==> config.mk <==
export PLATFORM = sky130hd
export DESIGN_NAME = adc_channel_sequencer
export DESIGN_NICKNAME = d
export VERILOG_FILES = /design/src/rtl/adc_channel_sequencer.sv
export SDC_FILE = /design/constraint.sdc
export NUM_CORES = 1
export LEC_CHECK = 0
export CAP_MARGIN = 0
export CORE_UTILIZATION = 45
export DETAILED_ROUTE_END_ITERATION = 12
export PLACE_DENSITY = 0.76
export SLEW_MARGIN = 10
export SYNTH_ARGS = -nofsm -noshare
export SYNTH_HDL_FRONTEND = slang
export SYNTH_SLANG_ARGS = --single-unit
==> constraint.sdc <==
create_clock -name SAMPLE_CLK -period 2.4 [get_ports SAMPLE_CLK]
set_clock_uncertainty 0.1 [all_clocks]
set_input_delay 0.24 -clock SAMPLE_CLK [delete_from_list [all_inputs] [get_ports SAMPLE_CLK]]
set_output_delay 0.24 -clock SAMPLE_CLK [all_outputs]
set_load 0.02 [all_outputs]
==> src/rtl/adc_channel_sequencer.sv <==
// -----------------------------------------------------------------------------
// adc_channel_sequencer
//
// Per-frame ADC channel sequencer sitting directly upstream of the frame FIFO.
// Each FRAME_TRIG walks the enabled channels in ascending order. For each one
// it drives the mux select, waits for the mux to settle, pulses ADC_START and
// collects the conversion result. Every result goes out as a one-cycle
// RESULT/DONE/ATMCHSEL word, and LASTWORD marks the final channel of the frame.
//
// Parameters
//   ADC_BITS     ADC output width (1..16), zero-extended into RESULT
//   SETTLE_CYC   mux settle cycles before ADC_START (>=1)
//   TIMEOUT_CYC  max cycles waiting for ADC_EOC after ADC_START (>=1)
//
// Ports
//   SAMPLE_CLK   in   block clock
//   NRST_sync    in   asynchronous active-low reset
//   ENSAMP_sync  in   sampling enable; low aborts to idle synchronously
//   CHEN         in   [7:0] channel enable mask, latched at trigger
//   FRAME_TRIG   in   one-cycle frame start tick
//   ADC_DOUT     in   conversion result, valid with ADC_EOC
//   ADC_EOC      in   end-of-conversion pulse
//   ADC_START    out  one-cycle conversion start pulse
//   ADC_CHSEL    out  [2:0] ADC mux channel select
//   RESULT       out  [15:0] sample word to FIFO (holds between words)
//   DONE         out  one-cycle FIFO write strobe
//   ATMCHSEL     out  [7:0] one-hot channel of RESULT, valid with DONE
//   LASTWORD     out  high with DONE on the last channel of the frame
//   SEQ_BUSY     out  high whenever the sequencer is not idle
//   FRAME_MISS   out  toggles when a trigger is dropped while busy
//   ADC_TIMEOUT  out  toggles when ADC_EOC did not arrive in time
// -----------------------------------------------------------------------------
module adc_channel_sequencer #(
  parameter int ADC_BITS    = 12,
  parameter int SETTLE_CYC  = 2,
  parameter int TIMEOUT_CYC = 255
) (
  input  logic                SAMPLE_CLK,
  input  logic                NRST_sync,
  input  logic                ENSAMP_sync,
  input  logic [7:0]          CHEN,
  input  logic                FRAME_TRIG,
  input  logic [ADC_BITS-1:0] ADC_DOUT,
  input  logic                ADC_EOC,
  output logic                ADC_START,
  output logic [2:0]          ADC_CHSEL,
  output logic [15:0]         RESULT,
  output logic                DONE,
  output logic [7:0]          ATMCHSEL,
  output logic                LASTWORD,
  output logic                SEQ_BUSY,
  output logic                FRAME_MISS,
  output logic                ADC_TIMEOUT
);

  localparam int SW = $clog2(SETTLE_CYC + 1);
  localparam int WW = $clog2(TIMEOUT_CYC + 1);
  localparam logic [SW-1:0] SETTLE_LAST = SW'(SETTLE_CYC);
  localparam logic [WW-1:0] WAIT_LAST   = WW'(TIMEOUT_CYC);

  typedef enum logic [1:0] {
    IDLE,
    SETTLE,
    CONVERT,
    EMIT
  } state_t;

  state_t          state_reg, state_next;
  logic [7:0]      chen_reg, chen_next;
  logic [2:0]      chsel_reg, chsel_next;
  logic [SW-1:0]   settle_reg, settle_next;
  logic [WW-1:0]   wait_reg, wait_next;
  logic            start_reg, start_next;
  logic [15:0]     result_reg, result_next;
  logic            done_reg, done_next;
  logic [7:0]      atm_reg, atm_next;
  logic            last_reg, last_next;
  logic            busy_reg;
  logic            miss_reg, miss_next;
  logic            tmo_reg, tmo_next;

  // Enabled channels strictly above the current one. Empty means the
  // current channel is the last of the frame.
  logic [7:0]      higher_bits;

  generate
    for (genvar gi = 0; gi < 8; gi++) begin : g_higher
      assign higher_bits[gi] = chen_reg[gi] && (3'(gi) > chsel_reg);
    end
  endgenerate

  function automatic logic [2:0] lowest_set(input logic [7:0] mask);
    logic [2:0] idx;
    idx = 3'd0;
    for (int i = 7; i >= 0; i--) begin
      if (mask[i]) idx = 3'(i);
    end
    return idx;
  endfunction

  // Next-state and next-output logic
  always_comb begin
    state_next  = state_reg;
    chen_next   = chen_reg;
    chsel_next  = chsel_reg;
    settle_next = settle_reg;
    wait_next   = wait_reg;
    start_next  = 1'b0;
    result_next = result_reg;
    done_next   = 1'b0;
    atm_next    = 8'h00;
    last_next   = 1'b0;
    miss_next   = miss_reg;
    tmo_next    = tmo_reg;

    if (!ENSAMP_sync) begin
      // Abort: no partial-frame word, select parked at 0, toggles hold
      state_next = IDLE;
      chsel_next = 3'd0;
    end else begin
      // A trigger is only accepted from IDLE. That includes the EMIT cycle
      // that is about to return to IDLE, so a trigger there is a miss too.
      if (FRAME_TRIG && (state_reg != IDLE)) begin
        miss_next = ~miss_reg;
      end

      unique case (state_reg)
        IDLE: begin
          if (FRAME_TRIG && (CHEN != 8'h00)) begin
            chen_next   = CHEN;
            chsel_next  = lowest_set(CHEN);
            settle_next = SW'(1);
            state_next  = SETTLE;
          end
        end

        SETTLE: begin
          // settle_reg counts the settle cycles elapsed so far, starting at 1
          if (settle_reg >= SETTLE_LAST) begin
            state_next = CONVERT;
            start_next = 1'b1;
            wait_next  = '0;
          end else begin
            settle_next = settle_reg + SW'(1);
          end
        end

        CONVERT: begin
          // wait_reg is 0 in the ADC_START cycle, so an EOC there is ignored
          if ((wait_reg != '0) && ADC_EOC) begin
            result_next = 16'(ADC_DOUT);
            state_next  = EMIT;
            done_next   = 1'b1;
            atm_next    = 8'b1 << chsel_reg;
            last_next   = (higher_bits == 8'h00);
          end else if (wait_reg >= WAIT_LAST) begin
            result_next = 16'h0000;
            tmo_next    = ~tmo_reg;
            state_next  = EMIT;
            done_next   = 1'b1;
            atm_next    = 8'b1 << chsel_reg;
            last_next   = (higher_bits == 8'h00);
          end else begin
            wait_next = wait_reg + WW'(1);
          end
        end

        EMIT: begin
          if (higher_bits != 8'h00) begin
            chsel_next  = lowest_set(higher_bits);
            settle_next = SW'(1);
            state_next  = SETTLE;
          end else begin
            state_next = IDLE;
          end
        end

        default: begin
          state_next = IDLE;
        end
      endcase
    end
  end

  // State and output registers
  always_ff @(posedge SAMPLE_CLK or negedge NRST_sync) begin
    if (!NRST_sync) begin
      state_reg  <= IDLE;
      chen_reg   <= 8'h00;
      chsel_reg  <= 3'd0;
      settle_reg <= '0;
      wait_reg   <= '0;
      start_reg  <= 1'b0;
      result_reg <= 16'h0000;
      done_reg   <= 1'b0;
      atm_reg    <= 8'h00;
      last_reg   <= 1'b0;
      busy_reg   <= 1'b0;
      miss_reg   <= 1'b0;
      tmo_reg    <= 1'b0;
    end else begin
      state_reg  <= state_next;
      chen_reg   <= chen_next;
      chsel_reg  <= chsel_next;
      settle_reg <= settle_next;
      wait_reg   <= wait_next;
      start_reg  <= start_next;
      result_reg <= result_next;
      done_reg   <= done_next;
      atm_reg    <= atm_next;
      last_reg   <= last_next;
      busy_reg   <= (state_next != IDLE);
      miss_reg   <= miss_next;
      tmo_reg    <= tmo_next;
    end
  end

  assign ADC_START   = start_reg;
  assign ADC_CHSEL   = chsel_reg;
  assign RESULT      = result_reg;
  assign DONE        = done_reg;
  assign ATMCHSEL    = atm_reg;
  assign LASTWORD    = last_reg;
  assign SEQ_BUSY    = busy_reg;
  assign FRAME_MISS  = miss_reg;
  assign ADC_TIMEOUT = tmo_reg;

endmodule

==> results by group <==
Logic synthesis
  • YS warnings: 0
  • Post-synthesis register bit count: 48
  • Post-synthesis cell type count: 44
  • Post-synth top area share: 0.506
  • Synth Cell Area: 2380 µm²
  • Post-synth ARST share: 1.00
  • Synth Instances: 250
  • Number of synthesized flops with an enable pin: 0
  • Top cells by area, synth: dfrtp_1 51%, nand2_1 5.4%, o21ai_0 4.4%, mux2_2 4.3%, nor2_1 3.2%
  • Most common cell in the netlist: dfrtp_1
  • Cell taking the most area after synthesis: dfrtp_1
  • Syn_area_per_cell: 9.50 µm²
  • Primary FF master, synth: dfrtp_1
  • Post-synthesis sequential area ratio: 0.506
  • Synth top cells by count: 48 x dfrtp_1, 34 x nand2_1, 21 x o21ai_0

Timing
  • Minimum hold slack: 0.379 ns
  • RSZ-0062 raised after global routing: no
  • Fmax: 439 MHz
  • Pin slew with the least headroom to its limit: 0.599 ns
  • Final Cycle Share: 0.949
  • Slew Limit Fails: 0
  • Endpoints failing setup: 0
  • Worst slew margin: 0.601
  • Worst setup margin: 0.123 ns
  • Final Critical Period: 2.28 ns
  • Final hold vios: 0

Route
  • Via count: 2086
  • Wire length per cell: 14.2 µm
  • Vias per Instance: 5.32
  • DR iter-0 viols: 142
  • Routed Antenna Nets: 0
  • Drt total wl: 5.57 mm
  • Drt pass-1 iters: 6
  • DRC: 0

Pwr
  • P_leak: 0.00140 µW
  • Pwr dens: 596 nW/µm²
  • Pint: 1400 µW
  • Sw Share: 0.275
  • Combinational cell fraction of total power: 0.202
  • Sequential Power Share: 0.477
  • Clk pwr share: 0.321
  • Worst IR Drop VDD: 387 µV
  • Sw Pwr: 532 µW

Global routing
  • Vias in the first global route: 1903
  • Pin count of the biggest net entering global routing: 49
  • Total GRT Usage: 0.212
  • Grt ovf: 0
  • Initial antenna violation count: 0
  • First-pass GRT wire length: 8.92 mm

Clock tree
  • Total clock sinks: 48
  • Number of buffers created by CTS: 5
  • Root buffer cell: clkbuf_8
  • CTS tree: built
  • H-tree depth: 2
  • Clk buf depth: 2
  • CTS clock-pin slew for the worst setup and hold paths: 0.09 ns
  • Worst skew pair latency: 0.30 ns

Layout
  • N_diodes: 0
  • Nets: 349
  • Share of layout cells above drive strength 1: 0.152
  • Layout area overhead: 36.7%
  • Post-layout util: 0.636
  • Non-filler cells in the finished layout: 392
  • Max reg flops: 12

Flow run
  • Max-Cap Viols: 0

Worst hold path
  • Hold Path Class: reg2reg
  • Hold_sp: FRAME_MISS

Placement
  • Worst slack, placed: -0.0479 ns
  • GPL Wtd Cong: 0.969
  • # port buffers: 53
  • DP HPWL: 3.89 mm
  • Inst Count DP: 378

Critical path
  • Largest fanout on the critical path: 6
  • Worst Setup Start Kind: flop
  • Origin of the worst setup path: wait_reg[4]
  • Crit. End Element: flop
  • Worst path arrival time: 2.40 ns
  • RR Startpoint: wait_reg[4]
  • Worst Path Required: 2.53 ns
  • WS Path Type: reg2reg

Status
  • Status: complete, no violations

Die
  • Die height: 74.7 µm
  • Core area: 5110 µm²
  • Die X-Extent: 74.7 µm
  • Die ar.: 5570 µm²
  • Initial Utilization: 0.465
  • Num rows: 26
  • I/O Pins: 58
==> layout by cell type (no fill, tap or decap), types with 8 or more instances in the layout <==
cell type / netlist / layout
a21oi_1: 10 / 9
dfrtp_1: 48 / 48
o21ai_0: 21 / 21
inv_1: 8 / 8
nor3_1: 8 / 8
nor2_1: 20 / 20
clkdlybuf4s50_1: 0 / 52
nor4_1: 8 / 8
nand2_1: 34 / 34
buf_4: 4 / 19
mux2_2: 9 / 9
==> through the flow <==
stage	area [µm²]	total power [µW]	TNS [ns]
6_report	3250	1940	0
5_1_grt	3250	2040	0
4_1_cts	3180	1940	0
3_5_place_dp	3040	1320	-0.315
3_3_place_gp	3040	1310	0
2_1_floorplan	2390	1160	0
==> worst paths after layout <==
check	depth (start not counted)	to	slack, ns
worst max-delay path	5	wait_reg[5]	0.12
worst min-delay path	1	FRAME_MISS	0.38
worst max register to register	5	wait_reg[5]	0.12
worst min register to register	1	FRAME_MISS	0.38
max in group asynchronous	3	wait_reg[0]	1.33
min in group asynchronous	3	ATMCHSEL[7]	0.47
==> power groups by stage <==
stage,clock network (µW),logic (µW),registers [µW]
3_5_place_dp,0,377,940
3_3_place_gp,0,369,937
6_report,621,392,923
4_1_cts,631,382,924
5_1_grt,664,438,934
2_1_floorplan,0,217,943
==> area by class of cell <==
class | count | area (µm²)
inverter | 9 | 33.8
clock buffer | 6 | 82.6
timing repair buffer | 73 | 678
multi-input combinational | 184 | 1130
sequential | 48 | 1200
clock inverter | 2 | 38.8
fill | 456 | 1860
tap | 70 | 87.6
==> repair_timing <==
item / 4_1_cts / 5_1_grt
resized for setup: 1 / 4
setup endpoints to repair: 2 / 4
endpoints found under the hold margin: 48 / 0
hold buffers: 1 / 0
pin swaps: 0 / 1
buffers inserted: 0 / 4
cloned: 0 / 1
==> logic make-up after synthesis <==
group / share of synthesized area
other: 0.00158
buffers and inverters: 0.0432
xor gates and xnor gates: 0.00737
and+or+nand+nor: 0.225
muxes: 0.0511
adders and majority gates: 0.0158
AOI/OAI and AO/OA: 0.151
DFF: 0.506
==> per-layer routing <==
| metal | vias to the layer above | part of all wire | GRT usage |
|---|---|---|---|
| met5 | - | 0 | 0 |
| met3 | 6 | 0.052 | 0.0509 |
| li1 | 1024 | - | - |
| met4 | 0 | 0.013 | 0.0566 |
| met2 | 63 | 0.47 | 0.338 |
| met1 | 993 | 0.46 | 0.290 |
==> critical path: stages, from the launching register on <==
cell	delay, ns
dfrtp_1	0.44
or4_4	0.58
o211ai_4	0.25
nand4b_4	0.17
or4_4	0.52
a21oi_2	0.15
No activity file was read; power rests on OpenSTA's default activity.
